--- config.mk ---
export PLATFORM = sky130hd
export DESIGN_NAME = uart_rx
export DESIGN_NICKNAME = d
export VERILOG_FILES = /design/src/rtl/uart_rx.sv
export SDC_FILE = /design/constraint.sdc
export NUM_CORES = 1
export LEC_CHECK = 0
export CORE_MARGIN = 2
export CORE_UTILIZATION = 56
export DETAILED_ROUTE_END_ITERATION = 7
export HOLD_SLACK_MARGIN = 0.02
export PLACE_DENSITY = 0.89
export REMOVE_ABC_BUFFERS = 1
export SLEW_MARGIN = 20
export SYNTH_ARGS = -nofsm -noshare
export SYNTH_HDL_FRONTEND = slang
export SYNTH_SLANG_ARGS = --single-unit
--- constraint.sdc ---
create_clock -name clk -period 2 [get_ports clk]
set_input_delay 0.4 -clock clk [delete_from_list [all_inputs] [get_ports clk]]
set_output_delay 0.4 -clock clk [all_outputs]
set_load 0.005 [all_outputs]
--- src/rtl/uart_rx.sv ---
// uart_rx: 8N1 UART receiver with 2-FF synchroniser, 3-sample majority vote, and a valid/ready hold output.
// Latency: rx_valid rises 1 clk after the stop-bit centre sample, which is about 2 clk of sync plus 9.5 bit-times after the line falls.
// Backpressure: the byte is held until rx_valid&&rx_ready. A newer byte overwrites an unaccepted one and pulses rx_overrun.
//
// Ports:
//   clk          in   posedge clock
//   reset        in   synchronous, active-high
//   rx_serial    in   asynchronous serial line, idle high
//   rx_byte      out  received byte, stable while rx_valid=1
//   rx_valid     out  byte available, held until accepted
//   rx_ready     in   consumer accepts rx_byte when rx_valid&&rx_ready
//   rx_active    out  high from start detect until the stop-bit verdict
//   rx_frame_err out  1-cycle pulse when the stop bit is sampled 0
//   rx_overrun   out  1-cycle pulse when a byte completes while rx_valid is still held
`timescale 1ns/1ps
module uart_rx #(
  parameter int FREQUENCY = 10000000,
  parameter int BAUD_RATE = 9600
) (
  input  logic       clk,
  input  logic       reset,
  input  logic       rx_serial,
  output logic [7:0] rx_byte,
  output logic       rx_valid,
  input  logic       rx_ready,
  output logic       rx_active,
  output logic       rx_frame_err,
  output logic       rx_overrun
);

  // Same divisor formula as uart_tx, so both ends agree on the bit period.
  localparam int CLKS_PER_BIT = FREQUENCY / (16 * BAUD_RATE);
  localparam int HALF_BIT     = (CLKS_PER_BIT - 1) / 2;

  localparam logic [7:0] BIT_LAST  = 8'(CLKS_PER_BIT - 1);
  localparam logic [7:0] HALF_LAST = 8'(HALF_BIT);

  typedef enum logic [2:0] {
    S_IDLE  = 3'd0,
    S_START = 3'd1,
    S_DATA  = 3'd2,
    S_STOP  = 3'd3,
    S_BREAK = 3'd4
  } state_t;

  state_t     state_q;
  logic [1:0] sync_q;        // sync_q[1] is the synchronised line (s_rx)
  logic [2:0] hist_q;        // last three s_rx values, used by the majority vote
  logic [7:0] clk_cnt_q;
  logic [2:0] bit_idx_q;
  logic [7:0] data_q;
  logic [7:0] rx_byte_q;
  logic       rx_valid_q;
  logic       rx_active_q;
  logic       rx_frame_err_q;
  logic       rx_overrun_q;

  logic s_rx;
  logic vote;

  assign s_rx = sync_q[1];
  // A single-cycle glitch can flip at most one of the three samples.
  assign vote = (hist_q[0] & hist_q[1]) | (hist_q[0] & hist_q[2]) | (hist_q[1] & hist_q[2]);

  always_ff @(posedge clk) begin
    if (reset) begin
      state_q        <= S_IDLE;
      sync_q         <= 2'b11;
      hist_q         <= 3'b111;
      clk_cnt_q      <= 8'd0;
      bit_idx_q      <= 3'd0;
      data_q         <= 8'd0;
      rx_byte_q      <= 8'd0;
      rx_valid_q     <= 1'b0;
      rx_active_q    <= 1'b0;
      rx_frame_err_q <= 1'b0;
      rx_overrun_q   <= 1'b0;
    end else begin
      sync_q         <= {sync_q[0], rx_serial};
      hist_q         <= {hist_q[1:0], s_rx};
      rx_frame_err_q <= 1'b0;
      rx_overrun_q   <= 1'b0;

      // Accept clears the hold. A byte landing in the STOP branch below overrides this.
      if (rx_valid_q && rx_ready) begin
        rx_valid_q <= 1'b0;
      end

      case (state_q)
        S_IDLE: begin
          clk_cnt_q <= 8'd0;
          bit_idx_q <= 3'd0;
          if (!s_rx) begin
            state_q     <= S_START;
            rx_active_q <= 1'b1;
          end
        end

        S_START: begin
          if (clk_cnt_q == HALF_LAST) begin
            if (vote) begin
              // Line went back high before mid-start: treat it as noise.
              state_q     <= S_IDLE;
              rx_active_q <= 1'b0;
            end else begin
              clk_cnt_q <= 8'd0;
              state_q   <= S_DATA;
            end
          end else begin
            clk_cnt_q <= clk_cnt_q + 8'd1;
          end
        end

        S_DATA: begin
          if (clk_cnt_q == BIT_LAST) begin
            clk_cnt_q         <= 8'd0;
            data_q[bit_idx_q] <= vote;
            if (bit_idx_q == 3'd7) begin
              state_q <= S_STOP;
            end else begin
              bit_idx_q <= bit_idx_q + 3'd1;
            end
          end else begin
            clk_cnt_q <= clk_cnt_q + 8'd1;
          end
        end

        S_STOP: begin
          if (clk_cnt_q == BIT_LAST) begin
            clk_cnt_q   <= 8'd0;
            rx_active_q <= 1'b0;
            if (vote) begin
              rx_byte_q  <= data_q;
              rx_valid_q <= 1'b1;
              // Accept in this same cycle hands off the old byte cleanly, so no overrun.
              if (rx_valid_q && !rx_ready) begin
                rx_overrun_q <= 1'b1;
              end
              state_q <= S_IDLE;
            end else begin
              rx_frame_err_q <= 1'b1;
              state_q        <= S_BREAK;
            end
          end else begin
            clk_cnt_q <= clk_cnt_q + 8'd1;
          end
        end

        S_BREAK: begin
          // A held-low line (break) must not retrigger start detection.
          clk_cnt_q <= 8'd0;
          bit_idx_q <= 3'd0;
          if (s_rx) begin
            state_q <= S_IDLE;
          end
        end

        default: begin
          state_q     <= S_IDLE;
          clk_cnt_q   <= 8'd0;
          bit_idx_q   <= 3'd0;
          rx_active_q <= 1'b0;
        end
      endcase
    end
  end

  assign rx_byte      = rx_byte_q;
  assign rx_valid     = rx_valid_q;
  assign rx_active    = rx_active_q;
  assign rx_frame_err = rx_frame_err_q;
  assign rx_overrun   = rx_overrun_q;

endmodule

-- Word level (Yosys, flattened, before mapping)
Index checks and enable logic that the tools add are counted.
- latch bits: 0
- output and inout bits: 12
- memory bits (read-only): 0
- logic and storage cells: 86
- input bits: 4
- memories kept: 0
- flip-flop bits (word level): 39
- bits in writable memories: 0
- reduce and logical (&&, ||, !) cells: 15
- add/sub/neg operators: 2
- $mul: 0
- bitwise logic cells: 10
- magnitude comparators: 2
- muxes and demuxes: 30
- shift operators: 0
- divide/modulo/power cells: 0
- equality and inequality tests: 16
- operators by type and width (operator ; number):
    3-bit 2-to-1 mux ; 9
    8-bit 2-to-1 mux ; 3
    2-bit inequality test, second input constant ; 8
    8-bit case mux with 2 select lines ; 1
    3-bit case mux with 5 select lines ; 1
    1-bit 2-to-1 mux ; 11
    8-bit by 1-bit adder with 8-bit output, second input constant ; 1
    8-bit bitwise mux ; 1
    8-bit by 6-bit equality test with 1-bit output, second input constant ; 1
    8-bit by 7-bit equality test with 1-bit output, second input constant ; 1
    3-bit by 2-bit equality test with 1-bit output, second input constant ; 2
    3-bit equality test, second input constant ; 2
    3-bit case mux with 2 select lines ; 1
    3-bit AND reduction ; 2
    6-bit AND reduction ; 1
    2-bit OR reduction ; 3
    1-bit inverter ; 5
    5-bit AND reduction ; 1
    3-bit by 4-bit < comparator with 1-bit output, second input constant ; 1
    1-bit case mux with 4 select lines ; 1
    4-bit OR reduction ; 1
    3-bit by 1-bit adder with 3-bit output, second input constant ; 1
    1-bit bitwise AND ; 3
    1-bit demux with 3-bit select ; 1
    10 further kinds ; 13

-- Logic depth before layout (Yosys ltp)
- depth after elaboration: 6
- mapped depth: 7

-- Worst setup path after synthesis
OpenSTA, ideal clock, no wires.
- path kind: register to register
- start point: register clk_cnt_q[0]
- end point: register data_q[3]
- setup time: 71 ps
- data required time: 1929 ps
- cell stages (with the launch flop): 7
- arrival: 1470 ps
- buffers on the path: 0
- setup slack: 460 ps
- period minus slack after synthesis: 1540 ps
- path through: dfxtp_1 inv_1 ha_1 and4bb_1 nand2_1 or4_1 a21oi_1
- word-level cells in the longest chain between the ends: 2
- RTL lines (what ; line ; source):
    start: declaration ; 49 ; logic [7:0] clk_cnt_q;
    start signal: assignment ; 110 ; clk_cnt_q <= clk_cnt_q + 8'd1;
    start signal: assignment ; 124 ; clk_cnt_q <= clk_cnt_q + 8'd1;
    start signal: assignment ; 145 ; clk_cnt_q <= clk_cnt_q + 8'd1;
    8-bit by 7-bit equality test with 1-bit output ; 115 ; if (clk_cnt_q == BIT_LAST) begin
    2-bit AND reduction (no line) ; -- ;
    end signal: indexed assignment ; 117 ; data_q[bit_idx_q] <= vote;
    end: declaration ; 51 ; logic [7:0] data_q;
Every way passes these cells.
A chain may end at the register's enable or synchronous reset.

-- Final worst setup path
- start point: register state_q[1]
- end point: register data_q[3]
- word-level cells in the longest chain between the ends: 2
- RTL lines (what ; line ; source):
    start: declaration ; 46 ; state_t state_q;
    start signal: assignment ; 67 ; state_q <= S_IDLE;
    start signal: assignment ; 94 ; state_q <= S_START;
    start signal: assignment ; 103 ; state_q <= S_IDLE;
    3-bit by 2-bit equality test with 1-bit output ; 89 ; case (state_q)
    2-bit AND reduction (no line) ; -- ;
Every way passes these cells.

==> results.tsv <==
stage	metric	value	unit
logic_synthesis	Synth area leader	sky130_fd_sc_hd__dfxtp_1	
logic_synthesis	most frequently used flop master after synthesis	sky130_fd_sc_hd__dfxtp_1	
grt	number of global-route vias before repair	1367	
worst_setup_path	worst setup path startpoint	state_q[1]$_SDFFE_PP0P_	
clock_tree	source-to-sink clock delay at the later pin of the worst-skew pair	0.35	ns
cells_and_area	ratio of cells with drive above 1 in the final layout	10.5	%
sta	total negative slack	0	ns
worst_setup_path	arrival time of data at the critical path endpoint	2.03	ns
grt	All-Layer GR Usage	21.2	%
drt	final wirelength	3.50	mm
die	total I/O pin count	16	
worst_setup_path	start of the worst register-to-register path	state_q[1]$_SDFFE_PP0P_	
status	outcome	finished, final reports clean	
cells_and_area	Area Overhead vs Synth	15.2	%
sta	clock tree skew after final layout	0.00874	ns
sta	crit share post-route	87.2	%
sta	upper clock frequency limit	573	MHz
logic_synthesis	Avg Inst Size Synth	9.20	um^2
grt	pin count of the biggest net entering global routing	31	
die	full die area	0.00374	mm^2
clock_tree	clock-pin slew of the registers on the worst-case setup and hold paths	0.11	ns
logic_synthesis	Synth Register Bits	39	
worst_setup_path	required arrival time at the worst endpoint	2.29	ns
power	final total power	1.31	mW
clock_tree	count of hold buffers inserted by post-cts repair	0	
die	die width	61.2	um
worst_hold_path	hold path cells	1	
drt	number of DRC violations after detailed-routing iteration 0	68	
grt	first-pass GRT wire length	5.84	mm
clock_tree	clock buffer count from CTS	5	
placement	Setup WS pre-CTS	0.137	ns
logic_synthesis	post-synthesis instance area	0.00183	mm^2
worst_setup_path	sort of element at the end of the critical path	flip-flop	
worst_hold_path	HP Start	sync_q[0]$_SDFF_PP1_	
sta	setup slack after layout	0.256	ns
cells_and_area	fillcell total	252	
cells_and_area	post-route standard cell area excluding fillers	0.00211	mm^2
placement	post-detailed-placement half-perimeter wirelength	2.52	mm
drt	detail-routed via count per cell	5.65	
clock_tree	maximum buffer depth of the clock tree	2	
sta	max-slew violation total from the final report	0	
drt	routed vias	1485	
worst_setup_path	startpoint type of the worst setup path	flip-flop	
drt	number of design rule violations left after detail routing	0	
die	Core Footprint	0.00308	mm^2
drt	routed wire length per instance	13.3	um
placement	routability-driven placement congestion ratio	0.891	
die	starting utilization of the core area	59.5	%
worst_setup_path	depth of the most critical reg-to-reg path	4	
clock_tree	number of levels in the clock H-tree	2	
worst_setup_path	type of the setup path with the least slack	reg -> reg	
sta	count of final setup violators	0	
clock_tree	number of gates given a new drive strength after cts	0	
logic_synthesis	cell types occupying the most area after synthesis	sky130_fd_sc_hd__dfxtp_1 (43%), sky130_fd_sc_hd__mux2i_1 (7.7%), sky130_fd_sc_hd__nor2_1 (4.9%), sky130_fd_sc_hd__nand2b_1 (4.4%), sky130_fd_sc_hd__nand3_1 (4.4%)	
logic_synthesis	unique cell type count in the Yosys netlist	43	
sta	final-layout worst hold slack	0.434	ns
cells_and_area	ANT cells	0	
worst_setup_path	maximum net fanout on the critical path	15	
power	static leakage	0.861	nW
logic_synthesis	number of synthesis warnings	0	
placement	port bufs	15	
power	areal power density over the cells	620	mW/mm^2
clock_tree	sinks on the clock net	39	
placement	DP Area	0.00204	mm^2
job	Max-Cap Viols	0	
grt	antenna violations before repair	0	
clock_tree	TritonCTS clock tree	built	
logic_synthesis	synthesized instance count	199	
clock_tree	CTS root buf	sky130_fd_sc_hd__clkbuf_4	
logic_synthesis	proportion of register bits with asynchronous set or reset after synthesis	0	%
logic_synthesis	register area share after synthesis	42.7	%
sta	measured slew at the worst slew-check pin	0.740	ns
clock_tree	Post-CTS Repair Setup Buffers	0	
sta	Max-Slew Margin vs Limit	50.1	%
sta	post-route minimum period	1.74	ns
worst_hold_path	worst hold path class	reg -> reg	
power	VDD IR max	0.000386	V
logic_synthesis	number of enable-type register cells in the synthesized netlist	0	
sta	Hold Fails Final Rpt	0	
drt	drt first pass iters	4	
grt	GRT overflow	0	
logic_synthesis	fraction of post-synthesis cell area in the top cell type by area	42.7	%
die	die height	61.2	um
sta	RSZ-0062 raised after global routing	no	
die	row count	20	
cells_and_area	Final Net Count	226	
drt	antenna-violating nets left	0	
stage by stage:
stage / util (%) / cells
global placement: 66.3 / 255
floorplan: - / 191
CTS: 68.5 / 263
global route: 68.5 / 263
finish: 68.5 / 263
detailed placement: 66.3 / 255
cell type report:
class | instances | area [um^2] | area share, %
Sequential cell | 39 | 781 | 37.0
Clock buffer | 8 | 68.8 | 3.26
Timing Repair Buffer | 20 | 188 | 8.90
Inverter | 3 | 11.3 | 0.534
Tap cell | 44 | 55.1 | 2.61
Multi-Input combinational cell | 149 | 1000 | 47.7
cells by family (layout without fill, tap and decap cells):
logic type / Yosys count / count (layout) / share of synthesized area (%)
fa+ha+maj: 5 / 5 / 3.35
simple gates: 97 / 97 / 30.6
flops: 39 / 39 / 42.7
mux: 14 / 14 / 7.66
compound gates: 27 / 27 / 10.5
xor+xnor: 6 / 6 / 2.87
buf+inv: 11 / 31 / 2.46
layer usage:
layer | track usage, % | wire (um)
met4 | 10.2 | 70
met2 | 35.0 | 1600
met3 | 3.78 | 120
met1 | 26.8 | 1710
met5 | 0 | 0
worst max-delay path, stage by stage, from the launching register on:
cell and delay (ns):
sky130_fd_sc_hd__dfxtp_1 0.64, sky130_fd_sc_hd__nor2b_1 0.27, sky130_fd_sc_hd__nand4b_1 0.21, sky130_fd_sc_hd__or4_1 0.43
sky130_fd_sc_hd__a21oi_1 0.13
cells in the mapped netlist (all sizes together), types with 2 or more instances:
library cell	count
a21oi	7
nor3	8
xor2	6
a32o	3
nand2b	13
and3	2
ha	4
mux2i	14
nor2	24
dfxtp	39
o31ai	3
nand3	16
o22ai	3
nand4b	2
or2	5
buf	3
nand2	5
inv	3
nor3b	3
nor2b	6
nand4	4
clkbuf	5
o21ai	4
flip-flops by register name, summed over array words and instances (netlist names):
register	count
sync_q	2
rx_active	1
hist_q	3
clk_cnt_q	8
rx_frame_err	1
rx_valid	1
data_q	8
rx_byte	8
rx_overrun	1
state_q	3
bit_idx_q	3
layout by cell type (no fill, tap or decap), types with 2 or more instances in the layout:
cell	n
sky130_fd_sc_hd__o31ai_1	3
sky130_fd_sc_hd__a21oi_1	7
sky130_fd_sc_hd__nand4_1	4
sky130_fd_sc_hd__nor3_1	5
sky130_fd_sc_hd__clkdlybuf4s50_1	15
sky130_fd_sc_hd__mux2i_1	14
sky130_fd_sc_hd__nand2_1	5
sky130_fd_sc_hd__buf_4	5
sky130_fd_sc_hd__or2_2	5
sky130_fd_sc_hd__xor2_1	6
sky130_fd_sc_hd__nand3_1	16
sky130_fd_sc_hd__o21ai_0	4
sky130_fd_sc_hd__nor2b_1	6
sky130_fd_sc_hd__inv_1	3
sky130_fd_sc_hd__nor3_2	2
sky130_fd_sc_hd__and3_1	2
sky130_fd_sc_hd__nor3b_1	2
sky130_fd_sc_hd__clkbuf_4	5
sky130_fd_sc_hd__clkbuf_8	2
sky130_fd_sc_hd__ha_1	4
sky130_fd_sc_hd__nor2_1	24
sky130_fd_sc_hd__a32o_1	3
sky130_fd_sc_hd__nand4b_1	2
sky130_fd_sc_hd__nand2b_1	13
sky130_fd_sc_hd__o22ai_1	3
sky130_fd_sc_hd__dfxtp_1	39
final timing paths:
kind | to | slack (ns)
max | data_q[3]$_SDFFE_PP0P_ | 0.26
min | sync_q[1]$_SDFF_PP1_ | 0.43
max reg2reg | data_q[3]$_SDFFE_PP0P_ | 0.26
min reg2reg | sync_q[1]$_SDFF_PP1_ | 0.43
power breakdown:
| group | switching, mW | internal (mW) | total [mW] |
|---|---|---|---|
| registers | 0.00815 | 0.784 | 0.792 |
| logic | 0.0301 | 0.0302 | 0.0603 |
| clock network | 0.249 | 0.207 | 0.456 |
| total | 0.287 | 1.02 | 1.31 |
(Power assumes the default switching activity.)
